File: config.mk
export PLATFORM = sky130hd
export DESIGN_NAME = axi_write_req_gen
export DESIGN_NICKNAME = d
export VERILOG_FILES = /design/src/rtl/axi_write_req_gen.sv
export SDC_FILE = /design/constraint.sdc
export NUM_CORES = 1
export LEC_CHECK = 0
export CAP_MARGIN = 20
export CORE_AREA = 2 2 128 130
export CTS_BUF_LIST = sky130_fd_sc_hd__clkbuf_16
export CTS_CLUSTER_SIZE = 16
export DETAILED_ROUTE_END_ITERATION = 6
export DIE_AREA = 0 0 130 132
export PLACE_DENSITY = 0.81
export RECOVER_POWER = 25
export SLEW_MARGIN = 20
export SYNTH_ARGS = -nofsm -noshare
export SYNTH_HDL_FRONTEND = slang
export SYNTH_SLANG_ARGS = --single-unit
File: constraint.sdc
create_clock -name clk -period 3.4 [get_ports clk]
set_clock_uncertainty 0.15 [all_clocks]
set_input_delay 0.51 -clock clk [delete_from_list [all_inputs] [get_ports clk]]
set_output_delay 0.51 -clock clk [all_outputs]
set_load 0.005 [all_outputs]
File: src/rtl/axi_write_req_gen.sv
// AXI write-request sequencer: takes one burst command and drives the AW, W and B
// handshakes, then pulses done with the response status.
// Optional feature macro: AW_W_OVERLAP_EN lets W beats run alongside the AW phase.
module axi_write_req_gen #(
  parameter int unsigned AW = 32,
  parameter int unsigned DW = 64
) (
  input  logic            clk,
  input  logic            resetn,
  input  logic            start,
  input  logic [AW-1:0]   cfg_addr,
  input  logic [7:0]      cfg_len,
  input  logic [2:0]      cfg_size,
  input  logic [1:0]      cfg_burst,
  input  logic [DW-1:0]   cfg_seed,
  output logic [AW-1:0]   awaddr,
  output logic [7:0]      awlen,
  output logic [2:0]      awsize,
  output logic [1:0]      awburst,
  output logic            awvalid,
  input  logic            awready,
  output logic [DW-1:0]   wdata,
  output logic [DW/8-1:0] wstrb,
  output logic            wlast,
  output logic            wvalid,
  input  logic            wready,
  input  logic            bvalid,
  input  logic [1:0]      bresp,
  output logic            bready,
  output logic            busy,
  output logic            done,
  output logic            err
);

  localparam int unsigned SW          = DW / 8;
  localparam int unsigned MaxSizeInt  = $clog2(SW);
  localparam logic [2:0]  MaxSize     = 3'(MaxSizeInt);

  typedef enum logic [1:0] {StIdle, StAw, StW, StB} state_e;

  state_e          state_q, state_d;
  logic [7:0]      beat_q, beat_d;
  logic [AW-1:0]   addr_q, addr_d;
  logic [7:0]      len_q, len_d;
  logic [2:0]      size_q, size_d;
  logic [1:0]      burst_q, burst_d;
  logic [DW-1:0]   seed_q, seed_d;
  logic            done_q, done_d;
  logic            err_q, err_d;
  logic            aw_done_q, aw_done_d;
  logic            w_done_q, w_done_d;

  logic aw_hs, w_hs, b_hs, accept;
  logic unused_bresp0;

  assign aw_hs         = awvalid & awready;
  assign w_hs          = wvalid & wready;
  assign b_hs          = bvalid & bready;
  assign accept        = (state_q == StIdle) & start;
  // Only the error bit of the response matters here.
  assign unused_bresp0 = bresp[0];

  // State and datapath registers
  always_ff @(posedge clk or negedge resetn) begin
    if (!resetn) begin
      state_q   <= StIdle;
      beat_q    <= '0;
      addr_q    <= '0;
      len_q     <= '0;
      size_q    <= '0;
      burst_q   <= '0;
      seed_q    <= '0;
      done_q    <= 1'b0;
      err_q     <= 1'b0;
      aw_done_q <= 1'b0;
      w_done_q  <= 1'b0;
    end else begin
      state_q   <= state_d;
      beat_q    <= beat_d;
      addr_q    <= addr_d;
      len_q     <= len_d;
      size_q    <= size_d;
      burst_q   <= burst_d;
      seed_q    <= seed_d;
      done_q    <= done_d;
      err_q     <= err_d;
      aw_done_q <= aw_done_d;
      w_done_q  <= w_done_d;
    end
  end

  // Next-state logic
  always_comb begin
    state_d = state_q;
    unique case (state_q)
      StIdle: if (start) state_d = StAw;
`ifdef AW_W_OVERLAP_EN
      // Both channels may finish in the same cycle; B waits for whichever is later.
      StAw: if ((aw_done_q | aw_hs) & (w_done_q | (w_hs & wlast))) state_d = StB;
`else
      StAw: if (aw_hs) state_d = StW;
`endif
      StW:    if (w_hs & wlast) state_d = StB;
      StB:    if (b_hs) state_d = StIdle;
      default: state_d = StIdle;
    endcase
  end

  // Command latch, beat counter, completion flags and response status
  always_comb begin
    addr_d    = addr_q;
    len_d     = len_q;
    size_d    = size_q;
    burst_d   = burst_q;
    seed_d    = seed_q;
    beat_d    = beat_q;
    aw_done_d = aw_done_q;
    w_done_d  = w_done_q;
    done_d    = b_hs;
    err_d     = b_hs ? bresp[1] : err_q;
    if (accept) begin
      addr_d    = cfg_addr;
      len_d     = cfg_len;
      size_d    = (cfg_size > MaxSize) ? MaxSize : cfg_size;
      burst_d   = cfg_burst;
      seed_d    = cfg_seed;
      beat_d    = '0;
      aw_done_d = 1'b0;
      w_done_d  = 1'b0;
    end else begin
      // Wraps to 0 after beat 255, but wvalid is already low by then.
      if (w_hs) beat_d = beat_q + 8'd1;
      if (aw_hs) aw_done_d = 1'b1;
      if (w_hs & wlast) w_done_d = 1'b1;
    end
  end

  // Channel outputs decoded from state
  always_comb begin
    awvalid = 1'b0;
    wvalid  = 1'b0;
    bready  = 1'b0;
    unique case (state_q)
`ifdef AW_W_OVERLAP_EN
      StAw: begin
        awvalid = ~aw_done_q;
        wvalid  = ~w_done_q;
      end
`else
      StAw: awvalid = 1'b1;
`endif
      StW:  wvalid = 1'b1;
      StB:  bready = 1'b1;
      default: ;
    endcase
    busy  = (state_q != StIdle);
    wlast = wvalid & (beat_q == len_q);
    wdata = wvalid ? (seed_q + DW'(beat_q)) : '0;
    for (int unsigned i = 0; i < SW; i++) begin
      wstrb[i] = wvalid & (i < (32'd1 << size_q));
    end
  end

  assign awaddr  = addr_q;
  assign awlen   = len_q;
  assign awsize  = size_q;
  assign awburst = burst_q;
  assign done    = done_q;
  assign err     = err_q;

endmodule

# Yosys cells after proc, flatten, opt, wreduce, memory -nomap -nowiden

Index checks and enable logic that the tools add are counted.

Shifts and indexed selects: 1
Reduce and logical (&&, ||, !) cells: 4
Equality and inequality tests: 8
Add/sub/neg operators: 2
Magnitude comparators: 9
Bitwise operators: 14
Muxes and demuxes: 12
Div/mod/pow operators: 0
$mul: 0

Operators with widths:

| kind                                                                            | number |
|---|---|
| 3-bit by 32-bit less-than comparator with 1-bit output, first input constant    | 4 |
| 64-bit by 8-bit adder with 64-bit output                                        | 1 |
| 1-bit by 32-bit less-than comparator with 1-bit output, first input constant    | 2 |
| 2-bit by 32-bit less-than comparator with 1-bit output, first input constant    | 2 |
| 64-bit 2-to-1 mux                                                               | 1 |
| 1-bit by 3-bit left shift with 32-bit output, first input constant              | 1 |
| 8-bit 2-to-1 mux                                                                | 2 |
| 1-bit AND                                                                       | 14 |
| 8-bit by 1-bit adder with 8-bit output, second input constant                   | 1 |
| 8-bit == test                                                                   | 1 |
| 2-bit 2-to-1 mux                                                                | 4 |
| 2-bit inequality test, second input constant                                    | 4 |
| 2-bit case mux with 4 select lines                                              | 1 |
| 2-bit == test, second input constant                                            | 2 |
| 4-bit AND reduction                                                             | 1 |
| 2-bit nonzero test                                                              | 2 |
| 3-bit by 2-bit greater-than comparator with 1-bit output, second input constant | 1 |
| 1-bit 2-to-1 mux                                                                | 3 |
| 3-bit 2-to-1 mux                                                                | 1 |
| 2-bit by 1-bit == test with 1-bit output, second input constant                 | 1 |
| 2-bit logical NOT                                                               | 1 |

Memories: 0
Latch bits: 0
Register bits after elaboration: 121
Input bits: 117
Bits in read-only memories: 0
Memory bits (writable): 0

# Depth between registers and ports, before layout

Gate-level depths: netlist (run 1).

Depth after elaboration: 6
Gate-level depth with buffers: 10
Gate-level depth less buffers: 8

# Worst setup path after synthesis (run 1)

Ideal clock, no wire load.

Path type: reg-to-output
Start: register beat_q[0]
End: output port wdata[58]
Cell stages (with the launch flop): 10
Arrival: 2.459 ns
Path slack: 0.281 ns
Buffers on the path: 1
Cell sequence: dfrtp_1 > ha_1 > inv_1 > fa_1 > nand2b_1 > a21oi_1 > o31ai_4 > buf_2 > or4_1 > a21oi_1

Cells in the longest elaborated chain, start to end: 2

Ends and longest elaborated chain:

| item                                     | line | source |
|---|---|---|
| start: declaration                       | 42   | `logic [7:0] beat_q, beat_d;` |
| start signal: assignment                 | 79   | `beat_q <= beat_d;` |
| 64-bit by 8-bit adder with 64-bit output | 158  | `wdata = wvalid ? (seed_q + DW'(beat_q)) : '0;` |
| 64-bit 2-to-1 mux                        | 158  |  |
| end: declaration                         | 22   | `output logic [DW-1:0] wdata,` |

No other way between the ends.

# Final worst setup path (run 1)

Start: register beat_q[1]
End: output port wdata[34]

The elaborated chain is that of the path after synthesis.

==> results of run 1 <==
-- worst reg2reg max path, stage by stage (launching register included) --
cell and delay [ps]:
dfrtp_1 420, inv_1 140, ha_2 250, buf_4 300, nand2_1 120, or4_1 550, a21oi_1 220, mux2_2 350
-- metrics by stage --
| stage | util | hold WS [ps] | power, mW | TNS [ps] |
|---|---|---|---|---|
| after floorplan | - | 64.4 | 4.39 | 0 |
| after global placement | 0.664 | 308 | 6.40 | -3180 |
| after detailed placement | 0.664 | 312 | 6.51 | -3240 |
| after CTS | 0.733 | 68.5 | 8.36 | -3240 |
| after global routing | 0.761 | 346 | 9.21 | -5870 |
| final | 0.761 | 324 | 8.65 | -2470 |
-- flip-flops by register name (all words and copies together), names as in the netlist --
signal	count
state_q	2
done	1
awlen	8
beat_q	8
awsize	3
awaddr	32
err	1
seed_q	64
awburst	2
-- timing repair --
item / 4_1_cts / 5_1_grt
resized for setup: 287 / 92
cloned: 4 / 0
endpoints found under the setup margin: 58 / 66
hold buffers: 0 / 0
pin swaps: 59 / 45
setup buffers: 31 / 20
-- layout make-up --
type,count,share of cell area
Multi-Input combinational cell,745,0.396
Timing Repair Buffer,363,0.274
Sequential cell,121,0.253
Clock buffer,17,0.0356
Tap cell,216,0.0226
Clock inverter,15,0.0117
Inverter,20,0.00659
Antenna cell,1,0.000209
-- cells in the final DEF (no fill, tap or decap), types with 18 or more instances in the layout --
master and instances:
mux2i_1 21, buf_2 44, buf_4 94, a21oi_2 33
nand2b_1 26, nor2_1 27, nand2_1 364, o21ai_0 18
inv_1 18, clkbuf_16 19, buf_6 19, clkdlybuf4s50_1 180
nand4_1 26, dfrtp_1 121, nand3_1 25
-- kinds of logic after synthesis --
logic type               count (synthesis)  synth area share
flip-flops                             121             0.412
adder cells (fa/ha/maj)                 15            0.0266
multiplexers                            26            0.0358
AO/OA/AOI/OAI                          132             0.118
buffers and inverters                   70            0.0385
XOR/XNOR                                19            0.0227
AND/OR/NAND/NOR                        553             0.346
-- report_power, final --
group	switching [mW]	internal, mW	total [mW]
Combinational	2.08	2.04	4.13
Clock	0.727	1.02	1.74
Sequential	0.701	2.08	2.78
Total	3.51	5.14	8.65
-- path summary, 6_finish.rpt --
path	from	to	slack, ps
worst max-delay path	beat_q[1]	wdata[34]	-150
worst min-delay path	awaddr[7]	awaddr[7]	320
worst max register to register	state_q[0]	state_q[1]	770
worst min register to register	awaddr[7]	awaddr[7]	320
max in group asynchronous	resetn	seed_q[27]	860
min in group asynchronous	resetn	err	350
-- layer usage --
metal | vias to the layer above | track usage | share of wire
met5 | - | 0 | 0
met1 | 3948 | 0.365 | 0.39
li1 | 3860 | - | -
met2 | 415 | 0.507 | 0.49
met3 | 91 | 0.0873 | 0.086
met4 | 0 | 0.141 | 0.036
==> impl_metrics.py, run 1 <==
metrics = {
    "outcome": {
        "outcome": "complete, but fails checks",
        "violations": "max-capacitance violations, max-slew violations, negative setup slack",
    },
    "logic_synthesis": {
        "synth_edf_count": 0,
        "yosys.cell_types.count": 52,
        "yosysSeqAreaShare": 0.412,
        "syn_area_sq_um": 7340,
        "async_flop_share": 1.00,
        "synth_top_area_frac": 0.412,
        "ys_warn_count": 0,
        "yosysMostFrequentCell": "nand2_1",
        "ys.flop_type": "dfrtp_1",
        "synth_area_leader_cell": "dfrtp_1",
        "synthCells": 936,
        "ys_top_cells_by_area": "dfrtp_1, nand2_1, a21oi_1, mux2i_1, ha_1",
        "synthTopCellsByCount": "nand2_1, dfrtp_1, a21oi_1",
        "synth_fp_nets": 1068,
        "ys_ff_latch": 121,
        "syn_area_per_cell_sq_um": 7.84,
    },
    "sta": {
        "relSlewSlack": -0.122,
        "period_minus_slack_ps": 3550,
        "fmax_ghz": 0.282,
        "slew_violations": 68,
        "period_share": 1.04,
        "final-setup-viol-count": 30,
        "rsz0062_at_grt": "true",
        "fin_ws_ps": -146,
        "worst_pin_slew_ps": 1680,
        "hold_viol": 0,
    },
    "setup_path": {
        "crit_type": "register to output pin",
        "end_kind": "output pin",
        "cp_max_fo": 8,
        "crit_arrival_ps": 2890,
        "cp_num_buf_inv": 4,
        "cp-start-kind": "register",
        "reg2regPathDepth": 7,
        "crit_cells": 10,
        "cp_cell_sequence": "buf_4 -> inv_1 -> fa_2 -> nand2b_4 -> a21oi_4 -> o31ai_4 -> buf_12 -> or4_4 -> a21oi_2 -> buf_2",
        "slowest_stage": "or4_4",
        "cp_top_family": "simple AND/OR/NAND/NOR gates",
        "cp_data_required_time_ps": 2740,
        "max_stage_delay_ps": 510,
    },
    "floorplan": {
        "coreArea_sq_um": 15700,
        "die-area_sq_um": 17200,
        "rows": 46,
        "die_y_um": 132,
        "io-pin-count": 241,
        "initial_core_util": 0.467,
        "die_x_um": 130,
    },
    "pwr": {
        "p_leak_nw": 5.33,
        "irDropWorstVdd_mv": 0.477,
        "power_density_nw_per_um2": 723,
    },
    "routing": {
        "drt_pass1_iterations": 6,
        "wirelength_um": 27200,
        "via_per_inst": 5.55,
        "vias": 8314,
        "ant_nets": 0,
        "drt-initial-drc-count": 780,
        "detail_route.wl_per_cell_um": 18.2,
        "drc": 0,
    },
    "clock_tree": {
        "root_buffer": "clkbuf_16",
        "cts_tree": "done",
        "clock-sinks": 121,
        "clk_latency_ps": 430,
        "ctsHtreeMaxLevel": 4,
        "cts_buffers": 17,
        "cts.clk_slew.worst_paths_ps": 60,
        "clock_path_buffers": 2,
    },
    "place": {
        "dp_slack_ps": -187,
        "gp_congestion": 0.897,
        "placed_area_sq_um": 10400,
        "dp_cells": 1414,
        "port_buffers": 239,
        "hpwlAfterDp_um": 17500,
    },
    "job": {
        "max-cap-violations": 1,
    },
    "final_layout": {
        "nets": 1400,
        "area_growth_pct": 62.9,
        "seq_area_sq_um": 3030,
        "finalNonFillerCells": 1498,
        "multiInputGateArea_sq_um": 4730,
        "drive_gt1_frac": 0.262,
        "n_fill_cell": 1074,
        "fin_area_sq_um": 12000,
    },
    "grt": {
        "globalRouteOverflowTotal": 0,
        "grt_use_total": 0.306,
        "antenna_found_initial": 0,
        "grt_pass1_wl_um": 41400,
        "grt_max_degree": 68,
        "grt_pass1_vias": 8256,
    },
    "worst_hold_path": {
        "min_path_type": "register to register",
        "hold_depth": 2,
    },
}
Note: power is estimated with default switching activity, not from simulation.
==> inputs of run 2 (changes only) <==
CORE_AREA = 2 2 119 121   (was 2 2 128 130)
DIE_AREA = 0 0 121 123   (was 0 0 130 132)
DONT_BUFFER_PORTS = 1   (was not set)
PLACE_DENSITY = 0.69   (was 0.81)
==> run 2 against run 1 <==
- the flow finishes with violations (negative hold slack, negative setup slack)
- hold slack worse by 690 ps
- first-iteration DRC count is 35% lower
- routed wire length is 18% lower
- register-to-register slack better by 60 ps
- largest cell class unchanged
- highest routed layer unchanged
==> impl_metrics.py, run 2 (synthesis gave the netlist of run 1 again) <==
metrics = {
    "outcome": {
        "outcome": "complete, but fails checks",
        "violations": "negative hold slack, negative setup slack",
    },
    "sta": {
        "timing.hold.ws_ps": -366,
        "fmax_ghz": 0.294,
        "worst_pin_slew_ps": 1150,
        "hold_viol": 121,
        "final-setup-viol-count": 1,
        "setup_tns_ps": -6.02,
        "rsz0062_at_grt": "true",
        "relSlewSlack": 0.232,
        "period_share": 1.00,
        "fin_ws_ps": -6.02,
        "slew_violations": 0,
        "period_minus_slack_ps": 3410,
    },
    "final_layout": {
        "multiInputGateArea_sq_um": 4650,
        "n_fill_cell": 1134,
        "seq_area_sq_um": 3030,
        "largest_register": "seed_q",
        "largest_reg_flops": 64,
        "final_common_cell": "nand2_1",
        "n_antenna_cell": 0,
        "finish.utilization": 0.663,
        "area_growth_pct": 22.9,
        "nets": 1088,
        "final_cell_mix": "nand2_1, dfrtp_1, buf_4, nor2_1",
        "drive_gt1_frac": 0.197,
    },
    "job": {
        "max-cap-violations": 0,
    },
    "setup_path": {
        "cp_data_required_time_ps": 2740,
        "critical_path.startpoint": "beat_q[0]",
        "ff2ff_setup_slack_ps": 830,
        "crit_arrival_ps": 2750,
        "cp-start-kind": "register",
        "reg2regPathDepth": 7,
        "cp_max_fo": 8,
        "crit_type": "register to output pin",
        "end_kind": "output pin",
        "r2r_end": "state_q[1]",
        "r2r_start": "state_q[0]",
    },
    "place": {
        "port_buffers": 0,
        "hpwlAfterDp_um": 14400,
        "gp_congestion": 0.867,
    },
    "clock_tree": {
        "ctsHtreeMaxLevel": 4,
        "root_buffer": "clkbuf_16",
        "clock_path_buffers": 2,
        "cts_buffers": 17,
        "clk_latency_ps": 420,
        "clock-sinks": 121,
        "cts.clk_slew.worst_paths_ps": 60,
        "cts_tree": "done",
    },
    "floorplan": {
        "rows": 43,
        "die_y_um": 123,
        "die_x_um": 121,
        "die-area_sq_um": 14900,
        "coreArea_sq_um": 13600,
        "initial_core_util": 0.539,
        "io-pin-count": 241,
    },
    "routing": {
        "ant_nets": 0,
        "detail_route.wl_per_cell_um": 19.4,
        "wirelength_um": 22300,
        "drt-initial-drc-count": 509,
        "via_per_inst": 6.04,
        "vias": 6935,
        "drt_pass1_iterations": 5,
        "drc": 0,
    },
    "grt": {
        "grt_pass1_wl_um": 33200,
        "globalRouteOverflowTotal": 0,
        "use_met2": 0.472,
        "grt_max_degree": 122,
        "antenna_found_initial": 0,
        "grt_pass1_vias": 6392,
        "grtUsageMet1": 0.360,
        "grt_use_total": 0.288,
        "met3_usage": 0.102,
        "grt_busiest_layer": "met2",
    },
    "pwr": {
        "irDropWorstVdd_mv": 0.436,
        "power_density_nw_per_um2": 799,
        "p_leak_nw": 3.83,
    },
    "worst_hold_path": {
        "min_path_type": "input port to asynchronous set/reset pin",
    },
}
-- run 2: area by class of cell --
type	instances	area share
Inverter	20	0.00832
Timing Repair Buffer	51	0.0539
Tap cell	180	0.0250
Clock buffer	17	0.0471
Sequential cell	121	0.336
Clock inverter	15	0.0141
Multi-Input combinational cell	745	0.515
-- run 2: how the worst max path moves through the flow --
stage | endpoint | cells after the start
3_5_place_dp | wdata[60] | 11
6_report | wdata[60] | 10
2_1_floorplan | wdata[58] | 9
4_1_cts | wdata[30] | 10
5_1_grt | wdata[59] | 7
3_3_place_gp | wdata[60] | 11
-- run 2: power breakdown --
group | switching, mW | internal [mW] | leakage, nW | total [mW]
registers | 0.817 | 2.08 | 1.51 | 2.90
clock network | 0.703 | 1.00 | 0.254 | 1.70
logic | 1.63 | 0.983 | 2.06 | 2.62
total | 3.15 | 4.06 | 3.83 | 7.21
-- run 2: timing repair --
item | 4_1_cts | 5_1_grt
endpoints found under the setup margin | 39 | 39
gates resized for setup | 78 | 50
setup buffers | 10 | 12
hold endpoints to repair | 121 | 121
pin swaps | 40 | 23
gates cloned | 2 | 1
-- run 2: critical path: stages (launching register included) --
cell and delay [ps]:
dfrtp_1 360, ha_2 190, inv_2 40, fa_2 330, nand2b_4 170, a21oi_4 200, o31ai_4 160, buf_12 180
or4_4 410, a21oi_2 130, buf_4 140
-- run 2: routing by layer --
layer | up-vias | routed length [um] | share of wire
li1 | 3230 | - | -
met1 | 3329 | 9080 | 0.41
met2 | 338 | 10700 | 0.48
met3 | 38 | 2130 | 0.095
met4 | 0 | 390 | 0.017
met5 | - | 0 | 0
-- run 2: stage by stage --
step | instance area [sq um] | instances | power (mW) | worst slack, ps
floorplan | 7340 | 936 | 4.39 | 281
global placement | 7600 | 1093 | 5.02 | 163
detailed placement | 7600 | 1093 | 5.10 | 181
CTS | 8660 | 1137 | 7.06 | -53.6
global route | 9020 | 1149 | 7.69 | -90.2
finish | 9020 | 1149 | 7.21 | -6.02
